[config.mk]
export PLATFORM = sky130hd
export DESIGN_NAME = regfile_wb_queue_flat
export DESIGN_NICKNAME = d
export VERILOG_FILES = /design/src/rtl/wb_pkg.sv /design/src/rtl/regfile_wb_queue_if.sv /design/src/rtl/wbq_lookup.sv /design/src/rtl/regfile_wb_queue.sv /design/src/flat_wrapper.sv
export SDC_FILE = /design/constraint.sdc
export NUM_CORES = 1
export LEC_CHECK = 0
export CORE_MARGIN = 2
export CORE_UTILIZATION = 53
export DETAILED_ROUTE_END_ITERATION = 16
export GPL_TIMING_DRIVEN = 0
export PLACE_DENSITY_LB_ADDON = 0.08
export REMOVE_ABC_BUFFERS = 1
export SYNTH_ARGS = -nofsm -noshare
export SYNTH_HDL_FRONTEND = slang
export SYNTH_SLANG_ARGS = --single-unit
[constraint.sdc]
create_clock -name clk -period 6.1 [get_ports clk]
set_input_delay 1.22 -clock clk [delete_from_list [all_inputs] [get_ports clk]]
set_output_delay 1.22 -clock clk [all_outputs]
set_load 0.05 [all_outputs]
[src/rtl/wb_pkg.sv]
// Shared types and constants for the register-file write-back queue.
package wb_pkg;
  localparam int AW = 5;
  localparam int DW = 32;

  // Writes to this index are dropped so r0 stays zero.
  localparam logic [AW-1:0] REG_ZERO = '0;

  // One buffered write-back.
  typedef struct packed {
    logic [AW-1:0] rg;
    logic [DW-1:0] data;
  } wb_entry_t;
endpackage

[src/rtl/regfile_wb_queue_if.sv]
// Producer handshake plus register-file write bus of the write-back queue.
interface regfile_wb_queue_if;
  import wb_pkg::*;

  logic          in_valid;
  logic          in_ready;
  logic [AW-1:0] in_reg;
  logic [DW-1:0] in_data;
  logic          write;
  logic [AW-1:0] write_reg;
  logic [DW-1:0] write_data;

  modport master (
    output in_valid, in_reg, in_data,
    input  in_ready, write, write_reg, write_data
  );

  modport slave (
    input  in_valid, in_reg, in_data,
    output in_ready, write, write_reg, write_data
  );
endinterface

[src/rtl/wbq_lookup.sv]
// Bypass lookup: finds the youngest occupied queue entry for one register index.
module wbq_lookup
  import wb_pkg::*;
#(
  parameter  int DEPTH = 4,
  localparam int PW    = $clog2(DEPTH),
  localparam int CW    = PW + 1
) (
  input  wb_entry_t         ent [DEPTH],
  input  logic [PW-1:0]     rd_ptr,
  input  logic [CW-1:0]     count,
  input  logic [AW-1:0]     lk_reg,
  output logic              hit,
  output logic [DW-1:0]     data
);

  // Walk oldest to youngest; later matches overwrite, so the youngest wins.
  always_comb begin
    hit  = 1'b0;
    data = '0;
    for (int i = 0; i < DEPTH; i++) begin
      if ((CW'(i) < count) && (lk_reg != REG_ZERO) &&
          (ent[rd_ptr + PW'(i)].rg == lk_reg)) begin
        hit  = 1'b1;
        data = ent[rd_ptr + PW'(i)].data;
      end
    end
  end
endmodule

[src/rtl/regfile_wb_queue.sv]
// In-order write-back queue feeding the register file's single write port.
// Optional bypass lookup built when WBQ_BYPASS_EN is defined; otherwise the
// lookup outputs are tied to zero.
module regfile_wb_queue
  import wb_pkg::*;
#(
  parameter  int DEPTH = 4,
  localparam int PW    = $clog2(DEPTH),
  localparam int CW    = PW + 1
) (
  input  logic               clk,
  input  logic               rst_n,
  regfile_wb_queue_if.slave  bus,
  input  logic               hold,
  input  logic [AW-1:0]      lk_reg1,
  input  logic [AW-1:0]      lk_reg2,
  output logic               lk_hit1,
  output logic [DW-1:0]      lk_data1,
  output logic               lk_hit2,
  output logic [DW-1:0]      lk_data2,
  output logic [CW-1:0]      count,
  output logic               empty
);

  wb_entry_t     mem_q [DEPTH];
  wb_entry_t     mem_d [DEPTH];
  logic [PW-1:0] wr_ptr_q, wr_ptr_d;
  logic [PW-1:0] rd_ptr_q, rd_ptr_d;
  logic [CW-1:0] count_q, count_d;
  logic          accept, push, pop;
  wb_entry_t     head;

  assign count        = count_q;
  assign empty        = (count_q == '0);
  // Ready ignores a same-cycle pop: no pass-through when full.
  assign bus.in_ready = (count_q != CW'(DEPTH));
  assign accept       = bus.in_valid && bus.in_ready;
  // r0 writes complete the handshake but are never stored.
  assign push         = accept && (bus.in_reg != REG_ZERO);
  assign pop          = !empty && !hold;

  assign head           = mem_q[rd_ptr_q];
  assign bus.write      = pop;
  assign bus.write_reg  = empty ? '0 : head.rg;
  assign bus.write_data = empty ? '0 : head.data;

  // Next-state: store at tail, advance pointers, track occupancy.
  always_comb begin
    mem_d    = mem_q;
    wr_ptr_d = wr_ptr_q;
    rd_ptr_d = rd_ptr_q;
    count_d  = count_q;
    if (push) begin
      mem_d[wr_ptr_q] = '{rg: bus.in_reg, data: bus.in_data};
      wr_ptr_d        = wr_ptr_q + 1'b1;
    end
    if (pop) rd_ptr_d = rd_ptr_q + 1'b1;
    case ({push, pop})
      2'b10:   count_d = count_q + 1'b1;
      2'b01:   count_d = count_q - 1'b1;
      default: count_d = count_q;
    endcase
  end

  // Control state; reset drops anything pending.
  always_ff @(posedge clk or negedge rst_n) begin
    if (!rst_n) begin
      wr_ptr_q <= '0;
      rd_ptr_q <= '0;
      count_q  <= '0;
    end else begin
      wr_ptr_q <= wr_ptr_d;
      rd_ptr_q <= rd_ptr_d;
      count_q  <= count_d;
    end
  end

  // Entry storage; contents are meaningless until written, so no reset.
  always_ff @(posedge clk) begin
    mem_q <= mem_d;
  end

`ifdef WBQ_BYPASS_EN
  wbq_lookup #(.DEPTH(DEPTH)) u_lk1 (
    .ent(mem_q), .rd_ptr(rd_ptr_q), .count(count_q),
    .lk_reg(lk_reg1), .hit(lk_hit1), .data(lk_data1)
  );
  wbq_lookup #(.DEPTH(DEPTH)) u_lk2 (
    .ent(mem_q), .rd_ptr(rd_ptr_q), .count(count_q),
    .lk_reg(lk_reg2), .hit(lk_hit2), .data(lk_data2)
  );
`else
  // Lookup disabled: outputs idle, indices ignored.
  logic unused_lk;
  assign unused_lk = ^{lk_reg1, lk_reg2};
  assign lk_hit1   = 1'b0;
  assign lk_data1  = '0;
  assign lk_hit2   = 1'b0;
  assign lk_data2  = '0;
`endif
endmodule

[src/flat_wrapper.sv]
// flat-port wrapper written by rule: the top's interface ports become plain ports
module regfile_wb_queue_flat import wb_pkg::*;
#(
  parameter  int DEPTH = 4,
  localparam int PW    = $clog2(DEPTH),
  localparam int CW    = PW + 1
)
  (clk, rst_n, hold, lk_reg1, lk_reg2, lk_hit1, lk_data1, lk_hit2, lk_data2, count, empty, bus_in_valid, bus_in_reg, bus_in_data, bus_in_ready, bus_write, bus_write_reg, bus_write_data);
  regfile_wb_queue_if bus_i ();
  input  logic clk;
  input  logic rst_n;
  input  logic hold;
  input  logic [AW-1:0] lk_reg1;
  input  logic [AW-1:0] lk_reg2;
  output logic lk_hit1;
  output logic [DW-1:0] lk_data1;
  output logic lk_hit2;
  output logic [DW-1:0] lk_data2;
  output logic [CW-1:0] count;
  output logic empty;
  input wire logic [$bits(bus_i.in_valid)-1:0] bus_in_valid;
  input wire logic [$bits(bus_i.in_reg)-1:0] bus_in_reg;
  input wire logic [$bits(bus_i.in_data)-1:0] bus_in_data;
  output wire logic [$bits(bus_i.in_ready)-1:0] bus_in_ready;
  output wire logic [$bits(bus_i.write)-1:0] bus_write;
  output wire logic [$bits(bus_i.write_reg)-1:0] bus_write_reg;
  output wire logic [$bits(bus_i.write_data)-1:0] bus_write_data;
  assign bus_i.in_valid = bus_in_valid;
  assign bus_i.in_reg = bus_in_reg;
  assign bus_i.in_data = bus_in_data;
  assign bus_in_ready = bus_i.in_ready;
  assign bus_write = bus_i.write;
  assign bus_write_reg = bus_i.write_reg;
  assign bus_write_data = bus_i.write_data;
  regfile_wb_queue #(.DEPTH(DEPTH)) u_core (.clk(clk), .rst_n(rst_n), .bus(bus_i), .hold(hold), .lk_reg1(lk_reg1), .lk_reg2(lk_reg2), .lk_hit1(lk_hit1), .lk_data1(lk_data1), .lk_hit2(lk_hit2), .lk_data2(lk_data2), .count(count), .empty(empty));
endmodule
* Word level (Yosys, flattened, before mapping) *
Index checks and enable logic that the tools add are counted.

storage, ports and cells
  word-level logic and storage cells = 41
  flip-flop bits (word level) = 155
  output and inout port bits = 109
  input bits = 51

operators by class
  bitwise gates (word level) = 2
  magnitude comparators = 3
  equal/unequal tests = 3
  $add $sub $neg = 4
  reductions and logical operators = 9
  multiplexer cells = 9

operators with widths
  kind                   count
  $bwmux W148            1
  $mux W37               3
  $bmux W37 S2           1
  $demux W37 S2          1
  $mux W32               1
  $ge A3 B3 Y1 const B   2
  $not A2 Y3             2
  $pmux W3 S2            1
  $mux W5                1
  $reduce_bool A5 Y1     1
  $add A2 B1 Y2 const B  2
  $logic_and A1 B1 Y1    4
  $add A3 B1 Y3 const B  1
  $logic_not A3 Y1       1
  $lt A3 B1 Y1 const B   1
  $ne A3 B3 Y1 const B   1
  $sub A3 B1 Y3 const B  1
  $eq A2 B1 Y1 const B   1
  $eq A2 B2 Y1 const B   1
  $logic_not A1 Y1       2
  $reduce_bool A2 Y1     1

* Logic depth before layout (Yosys ltp) *
  depth in word-level cells = 6
  depth in mapped cells = 9
  gate-level depth less buffers = 9

* Least setup slack after synthesis *
Ideal clock, no wire load.

  path type = reg-to-output
  from = reg u_core.count_q[0], in the netlist u_core.count[0]
  to = out bus_write_data[26]
  arrival time = 2072 ps
  cell stages (with the launch flop) = 4
  slack = 2808 ps
  path buffers = 1
  data required time = 4880 ps
  path through = dfrtp_1 nor3_1 clkbuf_1 nor2b_1

between the ends
  word-level cells in the longest chain between the ends = 2

ends and longest elaborated chain
  what                    line                    RTL
  start, declared         regfile_wb_queue.sv:29  logic [CW-1:0] count_q, count_d;
  start signal, assigned  regfile_wb_queue.sv:74  count_q <= count_d;
  $logic_not A3 Y1        regfile_wb_queue.sv:34  assign empty = (count_q == '0);
  via empty               flat_wrapper.sv:20      output logic empty;
  $mux W32                regfile_wb_queue.sv:45  assign bus.write_data = empty ? '0 : head.data;
  end, declared           flat_wrapper.sv:27      output wire logic [$bits(bus_i.write_data)-1:0] bus_write_data;

The timed path passes the listed nets, and every way through them passes these cells.

* Worst setup path in the final report *
  from = reg u_core.rd_ptr_q[0]
  to = out bus_write_data[7]

between the ends
  word-level cells in the longest chain between the ends = 5

ends and longest elaborated chain
  what                                          line                    RTL
  start, declared                               regfile_wb_queue.sv:28  logic [PW-1:0] rd_ptr_q, rd_ptr_d;
  start signal, assigned                        regfile_wb_queue.sv:73  rd_ptr_q <= rd_ptr_d;
  $not A2 Y3 (not written as such)              regfile_wb_queue.sv:42  assign head = mem_q[rd_ptr_q];
  $bmux W37 S2                                  regfile_wb_queue.sv:42
  $mux W37 (not written as such) (2 in series)  regfile_wb_queue.sv:42
  $mux W32                                      regfile_wb_queue.sv:45

No other way between the ends. The select of a mux whose other input is x is not followed.

==> key figures <==
Placement
  – GPL Wtd Cong: about 0.74
  – Port bufs: 83
  – Pre-CTS WS: ~2.1 ns
  – Final HPWL DP: 6560 um
  – Inst Count DP: approximately 560

Clock network
  – H-tree levels: 4
  – Clk sinks: between 150 and 200
  – CTS tree: yes
  – Maximum clock insertion buffer count: 2
  – TritonCTS Buffers: 17
  – # hold bufs at CTS: 0
  – Clock transition at path regs: 0.06 ns
  – Clk root buf: clkbuf_16
  – Post-CTS sizing: 0
  – Clock latency on the worst-skew pair: 0.41 ns
  – Postcts setup bufs: 0

Detailed routing
  – DR pass1 iterations: 4
  – WL per Instance: between 15 and 20 um
  – DRT iter0 DRCs: 156
  – WL final: between 10000 and 15000 um
  – Remaining antenna violation count after routing: 0
  – Total number of vias: between 2000 and 3000
  – Drt drc: 0
  – DR vias/cell: about 5

Floorplanning
  – DIE WIDTH: between 100 and 150 um
  – Io pins: 160
  – Initial cell density of the core: between 50% and 60%
  – Die Height: about 110 um
  – Die Area: roughly 0.013 mm^2
  – # rows: 40
  – Core Region: about 0.012 mm^2

Worst hold path
  – Hold Path Class: reg2reg
  – Min-Delay Startpoint: u_core.count[2]

Power and ir drop
  – Tot Pwr: 4630 uW
  – Lkg Pwr: roughly 0.0027 uW
  – Max VDD drop: approximately 330 uV
  – Pwr per Cell Area: just under 600 mW/mm^2

Logic synthesis
  – Commonest cells post-synth: edfxtp_1, buf_4, mux4_2, nor2b_1, dfrtp_1
  – Yosys top cell by area: edfxtp_1
  – Dominant synthesized flop cell: edfxtp_1
  – Post-synth EDFFs: around 150
  – Synth warn: 0
  – Top cells by area, synth: edfxtp_1, mux4_2, buf_4
  – Most frequent cell after synthesis: edfxtp_1
  – Synth Area per Inst: between 15 and 20 um^2
  – Post-Syn Area: around 0.0065 mm^2
  – Synth unique cells: 23
  – Synthesized flop and latch total: 155
  – Top-area cell type share of the netlist area: between 60% and 70%
  – Sequential area share after synthesis: 70.9%
  – FFs w/ async S/R, synth: about 4.5%
  – Post-synthesis cell count: 340

Critical path
  – Critical path class: reg2out
  – Req. time, crit path: around 5 ns
  – Setup crit end kind: output port
  – CP max FO: 21
  – Crit path launch type: flip-flop
  – Reg-to-reg critical path startpoint: u_core.count[0]
  – CP arrival: about 2.9 ns
  – Worst setup path startpoint: u_core.rd_ptr_q[0]

Status
  – Status: completed

Cells and area
  – Syn-to-layout area delta: 20.7%
  – Final non-filler cell total: roughly 590
  – End-of-flow core utilization: approximately two thirds
  – Share of layout cells above drive strength 1: a little under a fifth
  – Antenna Cells: 0
  – Final #Nets: 491

Global route
  – GRT Total Usage: 17.6%
  – Global-route wire length before repair: ~17000 um
  – Largest net degree at the start of global routing: 38
  – Number of global-route vias before repair: just over 3000
  – Grt total ovfl: 0
  – Initial antenna violation count: 0

STA
  – Worst-margin pin slew: approximately 1.1 ns
  – Slew margin rel.: between 20% and 30%
  – Final worst slack: 1.98 ns
  – Unrepaired setup endpoints after global routing: false
  – Skew final: between 0.004 and 0.005 ns
  – Hold Vio Cnt, Final: 0
  – Final Max Slew Viols: 0
  – Max Freq: around 240 MHz
  – Fin crit period: 4.12 ns
  – Final Cycle Share: between 60% and 70%
  – Finish-stage setup viols: 0

Flow run
  – Max cap viols: 0
## cells by family (layout without fill, tap and decap cells)
family,Yosys count,after routing,synth area share (%)
buffers and inverters,84,126,8.86
XOR/XNOR,6,6,0.807
AND/OR/NAND/NOR,48,48,4.69
other,1,66,0.0576
AO/OA/AOI/OAI,2,2,0.346
adder cells (fa/ha/maj),6,6,1.27
multiplexers,38,38,13.0
flip-flops,155,155,70.9
## metal layers
metal | vias to the layer above | global-route usage, % | wire length [um]
met4 | 0 | 7.23 | 136
met3 | 11 | 4.96 | 640
met2 | 108 | 29.6 | 5840
met1 | 1503 | 21.7 | 4490
met5 | - | 0 | 0
li1 | 1353 | - | -
## state kept, by name, summed over array words and instances (netlist names)
register	flops
u_core.count	3
u_core.rd_ptr_q	2
u_core.mem_q	148
u_core.wr_ptr_q	2
## placed cells by master (no fill, tap or decap), types with 5 or more instances in the layout
cell / synthesis / routed
clkdlybuf4s50_1: 0 / 83
dfrtp_1: 7 / 5
mux4_2: 37 / 37
edfxtp_1: 148 / 148
clkinv_2: 0 / 6
ha_1: 5 / 5
conb_1: 1 / 66
clkbuf_16: 0 / 17
nor2b_1: 37 / 37
inv_1: 6 / 6
## per-stage QoR
step	area, um^2	TNS (ns)	hold WS [ns]
5_1_grt	7860	0	0.555
2_1_floorplan	6200	0	0.535
3_5_place_dp	7300	0	0.525
4_1_cts	7860	0	0.538
6_report	7860	0	0.536
3_3_place_gp	7220	-26.31	0.504
## power by group
part	internal, uW	switching (uW)	total (uW)
clock	592	393	985
sequential	1410	111	1520
combinational	791	1330	2120
total	2790	1830	4630
## worst max-delay path, stage by stage, from the launching register on
cell	delay [ns]
dfrtp_2	0.80
buf_12	0.30
mux4_2	0.51
nor2b_1	0.17
clkdlybuf4s50_1	0.70
## worst paths after layout
path	endpoint	slack [ns]	cells past startpoint
setup reg to reg	u_core.count[1]	3.78	7
hold / removal	u_core.count[2]	0.54	1
setup / recovery	bus_write_data[7]	1.98	4
max in group asynchronous	u_core.rd_ptr_q[0]	4.74	1
hold reg to reg	u_core.count[2]	0.54	1
min in group asynchronous	u_core.count[1]	1.08	1
## cell type report
type	instances	area, um^2
Tap cell	147	184
Sequential cell	155	4620
Multi-Input combinational cell	166	1560
Timing Repair Buffer	88	908
Inverter	6	22.5
Fill cell	843	4150
Clock buffer	17	425
Clock inverter	15	133
No activity file was read; power rests on OpenSTA's default activity.
